**config.mk**
```make
export PLATFORM = sky130hd
export DESIGN_NAME = neopixel_strip_driver
export DESIGN_NICKNAME = d
export VERILOG_FILES = /design/src/rtl/neopixel_pkg.sv /design/src/rtl/neopixel_bit_encoder.sv /design/src/rtl/neopixel_strip_driver.sv
export SDC_FILE = /design/constraint.sdc
export NUM_CORES = 1
export LEC_CHECK = 0
export CORE_ASPECT_RATIO = 1.5
export CORE_UTILIZATION = 50
export CTS_BUF_LIST = sky130_fd_sc_hd__clkbuf_2 sky130_fd_sc_hd__clkbuf_4 sky130_fd_sc_hd__clkbuf_8
export DETAILED_ROUTE_END_ITERATION = 16
export MAX_ROUTING_LAYER = met4
export PLACE_DENSITY = 0.73
export SYNTH_ARGS = -nofsm -noshare
export SYNTH_HDL_FRONTEND = slang
export SYNTH_SLANG_ARGS = --single-unit
```
**constraint.sdc**
```tcl
create_clock -name CLOCK_50 -period 3.48 [get_ports CLOCK_50]
set_clock_uncertainty 0.05 [all_clocks]
set_input_delay 0.696 -clock CLOCK_50 [delete_from_list [all_inputs] [get_ports CLOCK_50]]
set_output_delay 0.696 -clock CLOCK_50 [all_outputs]
set_load 0.05 [all_outputs]
```
**src/rtl/neopixel_pkg.sv**
```systemverilog
// Shared types, default 50 MHz timing and the channel-scaling helper for the
// WS2812 strip driver.
package neopixel_pkg;

    typedef enum logic [2:0] {
        IDLE,
        LOAD,
        HIGH,
        LOW,
        LATCH
    } state_t;

    typedef struct packed {
        logic [7:0] r;
        logic [7:0] g;
        logic [7:0] b;
    } pixel_t;

    localparam int unsigned BIT_CYCLES_50M = 63;
    localparam int unsigned T0H_50M        = 20;
    localparam int unsigned T1H_50M        = 40;
    localparam int unsigned LATCH_50M      = 3000;

    // Reorder a pixel into wire order (G, R, B) and apply the brightness shift.
    function automatic logic [23:0] wire_word(pixel_t p, logic [2:0] shift);
        logic [7:0] g;
        logic [7:0] r;
        logic [7:0] b;
        g = p.g >> shift;
        r = p.r >> shift;
        b = p.b >> shift;
        return {g, r, b};
    endfunction

endpackage

```
**src/rtl/neopixel_bit_encoder.sv**
```systemverilog
// Times a single WS2812 data bit: high for T0H/T1H cycles, low for the rest of
// BIT_CYCLES. A go in the last cycle of a bit starts the next one seamlessly.
module neopixel_bit_encoder
    import neopixel_pkg::*;
#(
    parameter int unsigned BIT_CYCLES = BIT_CYCLES_50M,
    parameter int unsigned T0H_CYCLES = T0H_50M,
    parameter int unsigned T1H_CYCLES = T1H_50M
) (
    input  logic clk,
    input  logic rst_n,
    input  logic go,
    input  logic bit_val,
    output logic data,
    output logic high_done,
    output logic bit_done
);

    localparam int unsigned CW = $clog2(BIT_CYCLES + 1);

    logic [CW-1:0] cnt_q, cnt_d;
    logic          active_q, active_d;
    logic          bit_q, bit_d;
    logic          data_q, data_d;
    logic [CW-1:0] high_len;

    // Status strobes for the controlling FSM.
    always_comb begin
        high_len  = bit_q ? CW'(T1H_CYCLES) : CW'(T0H_CYCLES);
        high_done = active_q && (cnt_q == high_len - CW'(1));
        bit_done  = active_q && (cnt_q == CW'(BIT_CYCLES - 1));
    end

    // Next-state for the cycle counter and the registered line level.
    always_comb begin
        cnt_d    = cnt_q;
        active_d = active_q;
        bit_d    = bit_q;
        data_d   = data_q;
        if (go) begin
            cnt_d    = '0;
            active_d = 1'b1;
            bit_d    = bit_val;
            data_d   = 1'b1;
        end else if (active_q) begin
            if (bit_done) begin
                cnt_d    = '0;
                active_d = 1'b0;
                data_d   = 1'b0;
            end else begin
                cnt_d  = cnt_q + CW'(1);
                data_d = (cnt_q + CW'(1)) < high_len;
            end
        end
    end

    // State registers; the line output comes straight from data_q.
    always_ff @(posedge clk or negedge rst_n) begin
        if (!rst_n) begin
            cnt_q    <= '0;
            active_q <= 1'b0;
            bit_q    <= 1'b0;
            data_q   <= 1'b0;
        end else begin
            cnt_q    <= cnt_d;
            active_q <= active_d;
            bit_q    <= bit_d;
            data_q   <= data_d;
        end
    end

    assign data = data_q;

endmodule

```
**src/rtl/neopixel_strip_driver.sv**
```systemverilog
// Double-buffered WS2812 strip driver: pixel writes land in the back buffer,
// an accepted start snapshots it into the front buffer and streams it out.
module neopixel_strip_driver
    import neopixel_pkg::*;
#(
    parameter int unsigned NUM_PIXELS   = 8,
    parameter int unsigned BIT_CYCLES   = BIT_CYCLES_50M,
    parameter int unsigned T0H_CYCLES   = T0H_50M,
    parameter int unsigned T1H_CYCLES   = T1H_50M,
    parameter int unsigned LATCH_CYCLES = LATCH_50M,
    localparam int unsigned AW = (NUM_PIXELS > 1) ? $clog2(NUM_PIXELS) : 1
) (
    input  logic          CLOCK_50,
    input  logic          reset_L,
    input  logic          wr_en,
    input  logic [AW-1:0] wr_addr,
    input  logic [23:0]   wr_data,
    input  logic [2:0]    bright,
    input  logic          start,
    output logic          ready,
    output logic          done,
    output logic          neo_data
);

    localparam int unsigned TOTAL_BITS = 24 * NUM_PIXELS;
    localparam int unsigned BW         = $clog2(TOTAL_BITS);
    localparam int unsigned MAX_CYC    = (BIT_CYCLES > LATCH_CYCLES) ? BIT_CYCLES : LATCH_CYCLES;
    localparam int unsigned CW         = $clog2(MAX_CYC + 1);

    pixel_t        back_q  [NUM_PIXELS];
    pixel_t        back_d  [NUM_PIXELS];
    pixel_t        front_q [NUM_PIXELS];
    logic          load_front;
    logic          wr_hit;

    state_t        state_q, state_d;
    logic [23:0]   sr_q, sr_d;
    logic [BW-1:0] bit_cnt_q, bit_cnt_d;
    logic [4:0]    sub_q, sub_d;
    logic [AW-1:0] pix_q, pix_d;
    logic [CW-1:0] lat_q, lat_d;
    logic [2:0]    bright_q, bright_d;
    logic          done_q, done_d;

    logic          go;
    logic          high_done;
    logic          bit_done;

    assign wr_hit = wr_en && (32'(wr_addr) < NUM_PIXELS);

    // Back buffer with this cycle's write merged, so a start in the same
    // cycle snapshots the freshly written pixel.
    always_comb begin
        back_d = back_q;
        if (wr_hit) begin
            back_d[wr_addr] = wr_data;
        end
    end

    // Frame sequencing. LOAD is never held: the next pixel is fetched in the
    // last cycle of the previous bit so bits stay contiguous.
    always_comb begin
        state_d    = state_q;
        sr_d       = sr_q;
        bit_cnt_d  = bit_cnt_q;
        sub_d      = sub_q;
        pix_d      = pix_q;
        lat_d      = lat_q;
        bright_d   = bright_q;
        done_d     = 1'b0;
        go         = 1'b0;
        load_front = 1'b0;
        case (state_q)
            IDLE: begin
                if (start) begin
                    load_front = 1'b1;
                    bright_d   = bright;
                    sr_d       = wire_word(back_d[0], bright);
                    bit_cnt_d  = '0;
                    sub_d      = '0;
                    pix_d      = '0;
                    go         = 1'b1;
                    state_d    = HIGH;
                end
            end
            HIGH: begin
                if (high_done) begin
                    state_d = LOW;
                end
            end
            LOW: begin
                if (bit_done) begin
                    if (bit_cnt_q == BW'(TOTAL_BITS - 1)) begin
                        lat_d   = '0;
                        state_d = LATCH;
                    end else begin
                        bit_cnt_d = bit_cnt_q + BW'(1);
                        go        = 1'b1;
                        state_d   = HIGH;
                        if (sub_q == 5'd23) begin
                            sub_d = '0;
                            pix_d = pix_q + AW'(1);
                            sr_d  = wire_word(front_q[pix_d], bright_q);
                        end else begin
                            sub_d = sub_q + 5'd1;
                            sr_d  = {sr_q[22:0], 1'b0};
                        end
                    end
                end
            end
            LATCH: begin
                if (lat_q == CW'(LATCH_CYCLES - 1)) begin
                    lat_d   = '0;
                    done_d  = 1'b1;
                    state_d = IDLE;
                end else begin
                    lat_d = lat_q + CW'(1);
                end
            end
            default: state_d = IDLE;
        endcase
    end

    // Pixel buffers.
    always_ff @(posedge CLOCK_50 or negedge reset_L) begin
        if (!reset_L) begin
            for (int unsigned i = 0; i < NUM_PIXELS; i++) begin
                back_q[i]  <= '0;
                front_q[i] <= '0;
            end
        end else begin
            back_q <= back_d;
            if (load_front) begin
                front_q <= back_d;
            end
        end
    end

    // FSM state, counters and latched brightness.
    always_ff @(posedge CLOCK_50 or negedge reset_L) begin
        if (!reset_L) begin
            state_q   <= IDLE;
            sr_q      <= '0;
            bit_cnt_q <= '0;
            sub_q     <= '0;
            pix_q     <= '0;
            lat_q     <= '0;
            bright_q  <= '0;
            done_q    <= 1'b0;
        end else begin
            state_q   <= state_d;
            sr_q      <= sr_d;
            bit_cnt_q <= bit_cnt_d;
            sub_q     <= sub_d;
            pix_q     <= pix_d;
            lat_q     <= lat_d;
            bright_q  <= bright_d;
            done_q    <= done_d;
        end
    end

    neopixel_bit_encoder #(
        .BIT_CYCLES (BIT_CYCLES),
        .T0H_CYCLES (T0H_CYCLES),
        .T1H_CYCLES (T1H_CYCLES)
    ) u_encoder (
        .clk       (CLOCK_50),
        .rst_n     (reset_L),
        .go        (go),
        .bit_val   (sr_d[23]),
        .data      (neo_data),
        .high_done (high_done),
        .bit_done  (bit_done)
    );

    assign ready = (state_q == IDLE);
    assign done  = done_q;

endmodule

```
==> metrics.md, run 1 <==
| Metric | Value |
|---|---|
| Routability cong. | roughly 0.95 |
| Nets | 2035 |
| Hold Vio Cnt, Final | 0 |
| FF-to-FF End | sr_q[8] |
| Final Core Density | between 50 and 60% |
| Most common library cells after synthesis | nand2_1 (594), dfrtp_1 (452), mux2_2 (189) |
| FFs w/ async S/R, synth | 100% |
| First-pass GRT wire length | 84600 µm |
| Via count | between 10000 and 15000 |
| Largest net degree at the start of global routing | between 90 and 100 |
| Largest vdd supply drop | 338 µV |
| Io pins | 37 |
| Core ar. | a little over 40000 µm² |
| Family with the most delay on the worst path | buffers and inverters |
| Routed wire per std cell | approximately 20 µm |
| Slew @ Worst Pin | ~0.76 ns |
| Die boundary height | roughly 250 µm |
| Synthesized net count | 1977 |
| Cell with the most instances after synthesis | nand2_1 |
| Slew Limit Headroom | between 40% and 50% |
| Logic gate share of total power | 19.9% |
| Period utilization | between 80% and 90% |
| Reg power frac | between 40% and 50% |
| P_sw | roughly 4 mW |
| Final setup violation count | 0 |
| Pins Over Slew Limit | 0 |
| Clk sinks | roughly 450 |
| Crit-path max FO | 6 |
| Synthesized flop and latch total | about 450 |
| Gr usage total | between 20% and 30% |
| CTS tree | done |
| Number of distinct library cells after synthesis | 70 |
| Sequential area share after synthesis | ~55% |
| Endpoint type of the worst setup path | flop |
| Hpwl dp | 33700 µm |
| CP Buf/Inv Count | 3 |
| Antenna violations before repair | 1 |
| Number of iterations in the first detailed-routing pass | 6 |
| Final wirelength | 52200 µm |
| PwrDens | 597 nW/µm² |
| Crit Reg-Reg Startpoint | pix_q[0] |
| Initial Util | roughly half |
| Cells after synthesis | 1934 |
| CP startpoint kind | flop |
| Max Fclk | 332 MHz |
| Die area | 42100 µm² |
| CTS max path bufs | 3 |
| DR DRC count | 0 |
| Clk network pwr share | between 30% and 40% |
| Most used cell, CP | buf_4 |
| Slowest CP cell | dfrtp_4 |
| Path type of the worst setup path | reg -> reg |
| Clock root cell | clkbuf_8 |
| Synth area leader | dfrtp_1 |
| Final ANT Viol Nets | 0 |
| Number of synthesized flops with an enable pin | 0 |
| Synth Flop Type | dfrtp_1 |
| Critical Path AT | ~3.5 ns |
| Synth top area share | between 50% and 60% |
| Die span in x | 168 µm |
| Avg Vias per Cell | 5.86 |
| Cts repair resizes | 0 |
| # port buffers | 36 |
| Avg Inst Size Synth | about 11 µm² |
| Crit path cell chain | ha_2 -> xor2_4 -> buf_4 -> mux2i_1 -> a222oi_1 -> buf_4 -> nor2_1 -> nor4_1 -> nor4_1 -> buf_4 -> o21ai_1 |
| Total of max-cap violations | 0 |
| Clk pin slew, worst setup/hold paths | 0.07 ns |
| Area contributors post-synth | dfrtp_1 (55%), nand2_1 (11%), mux2_2 (10%), mux4_2 (4.9%), mux2i_1 (3.1%) |
| Worst-Skew Late Latency | approximately 0.62 ns |
| CTS Buf Count | 70 |
| Total internal power | about 10 mW |
| Status | completed |
| Final std cell area, no fill | ~23000 µm² |
| R2R depth | 11 |
| Setup TNS | 0 ns |
| Cts hold-fix bufs | 0 |
| Hold Path Class | in -> async |
| Area delta synth->final | 13.5% |
| GRT overflow | 0 |
| Power Total | ~14 mW |
| RSZ-0062 raised after global routing | false |
| Reg-to-reg slack, setup | approximately 0.47 ns |
| Area of placed instances | around 22000 µm² |
| Cell Area, Synth | 20600 µm² |
| Number of DRC markers in iteration 0 | approximately 1300 |
| Sw Ratio | between 20% and 30% |
| Synth warn | 0 |
| # rows | 90 |
| Min Tclk post-route | 3.01 ns |
| Slowest stage delay, CP | 0.49 ns |
| Post-CTS setup buffers | 0 |
| CP required | a little under 4 ns |
| Vias in the first global route | between 15000 and 20000 |
| Layout cells sized above 1 | 21.5% |
| Static leakage | approximately 11 nW |
| H-Tree Depth | 3 |
[power by group through the flow]
stage	sequential (mW)	combinational, mW	clock (mW)
6_report	6.47	2.78	4.72
2_1_floorplan	6.42	1.95	0
5_1_grt	6.56	3.06	5.05
4_1_cts	6.47	2.79	4.81
3_5_place_dp	6.56	2.77	0
3_3_place_gp	6.51	2.68	0
[stage by stage]
step,hold slack (ns),std cells,setup WS (ns)
2_1_floorplan,0.350,1934,0.663
3_3_place_gp,0.402,2426,0.238
3_5_place_dp,0.407,2426,0.113
4_1_cts,0.0351,2548,0.509
5_1_grt,0.0742,2549,0.328
6_report,0.0314,2549,0.466
[worst max-delay path by stage]
stage / from / end / depth (start not counted)
after floorplan: wr_addr[1] / sr_q[16] / 8
after global placement: wr_addr[2] / sr_q[9] / 9
after detailed placement: wr_addr[2] / sr_q[9] / 9
after CTS: pix_q[0] / sr_q[8] / 11
after global routing: pix_q[0] / sr_q[18] / 8
final: pix_q[0] / sr_q[8] / 11
[state kept, by name, summed over array words and instances, names as in the netlist, 3 cells and up]
signal and cells:
back_q 192, bit_cnt_q 8, bright_q 3, front_q 192
lat_q 12, pix_q 3, sr_q 24, state_q 3
sub_q 5, u_encoder.cnt_q 6
[worst reg2reg max path, delay by kind of cell (launching register included)]
family	cells	cell delay, ns
DFF	1	0.49
and+or+nand+nor	3	0.57
muxes	1	0.41
AOI/OAI and AO/OA	2	0.20
adders and majority gates	1	0.26
xor gates and xnor gates	1	0.33
buffers and inverters	3	0.60
[area by class of cell]
| class | instances | area, µm² |
|---|---|---|
| fill | 3303 | 17000 |
| sequential | 452 | 11300 |
| multi-input combinational | 1326 | 8740 |
| clock buffer | 115 | 1470 |
| timing repair buffer | 105 | 1050 |
| tap | 506 | 633 |
| inverter | 37 | 139 |
| clock inverter | 7 | 46.3 |
| antenna | 1 | 2.50 |
[metal layers]
layer  track usage (%)  wire, µm  vias to the layer above
met5                 -         0                        -
met1              31.8     21300                     7680
met2              45.0     27100                      385
li1                  -         -                     6765
met3              4.03      2240                      113
met4              10.8      1580                        0
[logic make-up after synthesis]
family | count (synthesis) | synth area share [%]
xor+xnor | 15 | 0.710
buf+inv | 156 | 3.05
fa+ha+maj | 9 | 0.546
compound gates | 204 | 6.25
mux | 297 | 18.3
flops | 452 | 54.9
simple gates | 801 | 16.3
[layout by cell type (no fill, tap or decap), types with 5 or more instances in the layout]
master,count
nand2_1,594
dfrtp_1,451
mux2_2,189
clkbuf_8,97
nor2_1,85
mux2i_1,63
a21oi_1,62
buf_4,56
mux4_2,45
o21ai_0,42
clkdlybuf4s50_1,35
inv_1,34
nand3_1,24
clkbuf_4,18
nor3_1,16
nor3b_1,13
buf_12,13
a31oi_1,12
nand4_1,11
o22ai_1,10
o211ai_1,9
a2111oi_0,9
and3_1,8
nor4_1,8
xor2_1,8
o21ai_1,8
ha_1,8
nand3b_1,7
nand4b_1,6
o31ai_1,6
xnor2_1,5
a22oi_1,5
a32oi_1,5
Power figures use the tool's default switching activity.
==> run 2: changes to the inputs <==
--- a/config.mk
+++ b/config.mk
@@ -5,12 +5,13 @@
 export SDC_FILE = /design/constraint.sdc
 export NUM_CORES = 1
 export LEC_CHECK = 0
+export CAP_MARGIN = 10
 export CORE_ASPECT_RATIO = 1.5
-export CORE_UTILIZATION = 50
+export CORE_UTILIZATION = 55
 export CTS_BUF_LIST = sky130_fd_sc_hd__clkbuf_2 sky130_fd_sc_hd__clkbuf_4 sky130_fd_sc_hd__clkbuf_8
 export DETAILED_ROUTE_END_ITERATION = 16
 export MAX_ROUTING_LAYER = met4
-export PLACE_DENSITY = 0.73
+export PLACE_DENSITY = 0.79
 export SYNTH_ARGS = -nofsm -noshare
 export SYNTH_HDL_FRONTEND = slang
 export SYNTH_SLANG_ARGS = --single-unit
==> metrics.md, run 2 (synthesis results as in run 1) <==
| Metric | Value |
|---|---|
| Status | completed (unchanged) |
| Largest net degree at the start of global routing | 105 (was 91) |
| Filler cells | 2879 (was 3303) |
| CTS Buf Count | 69 (was 70) |
| RSZ-0062 raised after global routing | false (unchanged) |
| Cts repair resizes | 0 (unchanged) |
| Clock root cell | clkbuf_8 (unchanged) |
| Io pins | 37 (unchanged) |
| Placed cells | 2412 (was 2426) |
| Hpwl dp | 33700 µm (about the same) |
| # rows | 86 (was 90) |
| Pins Over Slew Limit | 0 (unchanged) |
| GRT overflow | 0 (unchanged) |
| Core ar. | 36800 µm² (was 40400 µm²) |
| Slowest stage delay, CP | 0.50 ns (was 0.49 ns) |
| Setup TNS | 0 ns (unchanged) |
| Final Core Density | 63.6% (was 57.9%) |
| Area of placed instances | 21900 µm² (about the same) |
| Die area | 38300 µm² (was 42100 µm²) |
| Layout cells sized above 1 | 21.9% (was 21.5%) |
| Number of DRC markers in iteration 0 | 1117 (was 1303) |
| Crit path cell chain | ha_2 -> buf_12 -> buf_4 -> buf_4 -> mux4_2 -> nand2_1 -> and3_1 -> nor4_1 -> nor4_1 -> o21ai_1 (was ha_2 -> xor2_4 -> buf_4 -> mux2i_1 -> a222oi_1 -> buf_4 -> nor2_1 -> nor4_1 -> nor4_1 -> buf_4 -> o21ai_1) |
| Path type of the worst setup path | reg -> reg (unchanged) |
| CP required | 3.93 ns (about the same) |
| Final non-filler cell total | 2535 (was 2549) |
| Hold WS | 0.0295 ns (was 0.0314 ns) |
| Gr usage total | 28.9% (was 26.6%) |
| Dpl ws | 0.209 ns (was 0.113 ns) |
| Slowest CP cell | dfrtp_4 (unchanged) |
| Hold Vio Cnt, Final | 0 (unchanged) |
| Routability cong. | 0.990 (was 0.950) |
| Static leakage | 11.1 nW (about the same) |
| Critical Path AT | 3.45 ns (was 3.46 ns) |
| Final wirelength | 51900 µm (was 52200 µm) |
| Worst-Skew Late Latency | 0.64 ns (was 0.62 ns) |
| Final std cell area, no fill | 23400 µm² (about the same) |
| Most frequent cells in the layout | nand2_1 (594), dfrtp_1 (451), mux2_2 (189) (unchanged) |
| Die span in x | 160 µm (was 168 µm) |
| Largest vdd supply drop | 309 µV (was 338 µV) |
| Period utilization | 86.4% (was 86.6%) |
| Slew Limit Headroom | 43.4% (was 49.3%) |
| Largest registers | back_q x192, front_q x192, sr_q x24 (unchanged) |
| Hold Path Class | in -> async (unchanged) |
| Antenna violations before repair | 1 (unchanged) |
| CP startpoint kind | flop (unchanged) |
| Commonest non-fill, non-tap cell in the layout | nand2_1 (unchanged) |
| Final worst slack | 0.474 ns (was 0.466 ns) |
| Initial Util | 56.0% (was 51.0%) |
| PwrDens | 600 nW/µm² (was 597 nW/µm²) |
| Final setup violation count | 0 (unchanged) |
| Post-CTS setup buffers | 0 (unchanged) |
| Area delta synth->final | 13.6% (was 13.5%) |
| Vias in the first global route | 15678 (was 15694) |
| # port buffers | 36 (unchanged) |
| Routed wire per std cell | 20.5 µm (about the same) |
| Endpoint type of the worst setup path | flop (unchanged) |
| Max Fclk | 333 MHz (was 332 MHz) |
| Die boundary height | 239 µm (was 251 µm) |
| Cts hold-fix bufs | 0 (unchanged) |
| CTS max path bufs | 3 (unchanged) |
| Crit-path max FO | 28 (was 6) |
| First-pass GRT wire length | 83400 µm (was 84600 µm) |
| Clk sinks | 452 (unchanged) |
| Total of max-cap violations | 0 (unchanged) |
| Min Tclk post-route | 3.01 ns (about the same) |
| Clk pin slew, worst setup/hold paths | 0.06 ns (was 0.07 ns) |
| Slew @ Worst Pin | 0.849 ns (was 0.758 ns) |
| Nets | 2042 (was 2035) |
| Number of iterations in the first detailed-routing pass | 7 (was 6) |
| CTS tree | done (unchanged) |
| H-Tree Depth | 3 (unchanged) |
| Final ANT Viol Nets | 0 (unchanged) |
| Power Total | 14.1 mW (was 14.0 mW) |
| Via count | 15071 (was 14943) |
| DR DRC count | 0 (unchanged) |
| Avg Vias per Cell | 5.95 (was 5.86) |
run 2: layout make-up:
type                            instances  area, µm²  share of cell area, %
Antenna cell                            1       2.50                 0.0107
Clock buffer                          109       1350                   5.77
Clock inverter                         13        155                  0.663
Inverter                               37        139                  0.593
Multi-Input combinational cell       1326       8740                   37.3
Sequential cell                       452      11300                   48.3
Tap cell                              484        606                   2.59
Timing Repair Buffer                  113       1110                   4.72
run 2: final timing paths:
check                       startpoint          end  slack [ns]  depth (start not counted)
min reg2reg                front_q[45]  front_q[45]        0.42                          2
max in group asynchronous      reset_L         done        2.36                          2
min                            reset_L   back_q[50]        0.03                          1
max                           pix_q[0]      sr_q[8]        0.47                         10
min in group CLOCK_50      front_q[45]  front_q[45]        0.42                          2
max reg2reg                   pix_q[0]      sr_q[8]        0.47                         10
run 2: where the power goes:
group          internal, mW  switching (mW)  leakage [nW]
registers              6.08           0.416          5.77
clock network          2.69            2.08         0.793
logic                  1.27            1.52          4.53
run 2: metal layers:
metal / vias to the layer above / global-route usage [%] / wire length [µm]
met4: 0 / 16.6 / 2470
met1: 7649 / 33.7 / 20400
li1: 6768 / - / -
met2: 493 / 47.8 / 26500
met3: 161 / 4.42 / 2490
met5: - / - / 0
run 2: critical path, delay by kind of cell (launching register included):
family                   cells  cell delay, ns
AO/OA/AOI/OAI                1            0.10
adder cells (fa/ha/maj)      1            0.36
buffers and inverters        3            0.73
flip-flops                   1            0.50
multiplexers                 1            0.30
AND/OR/NAND/NOR              4            0.85
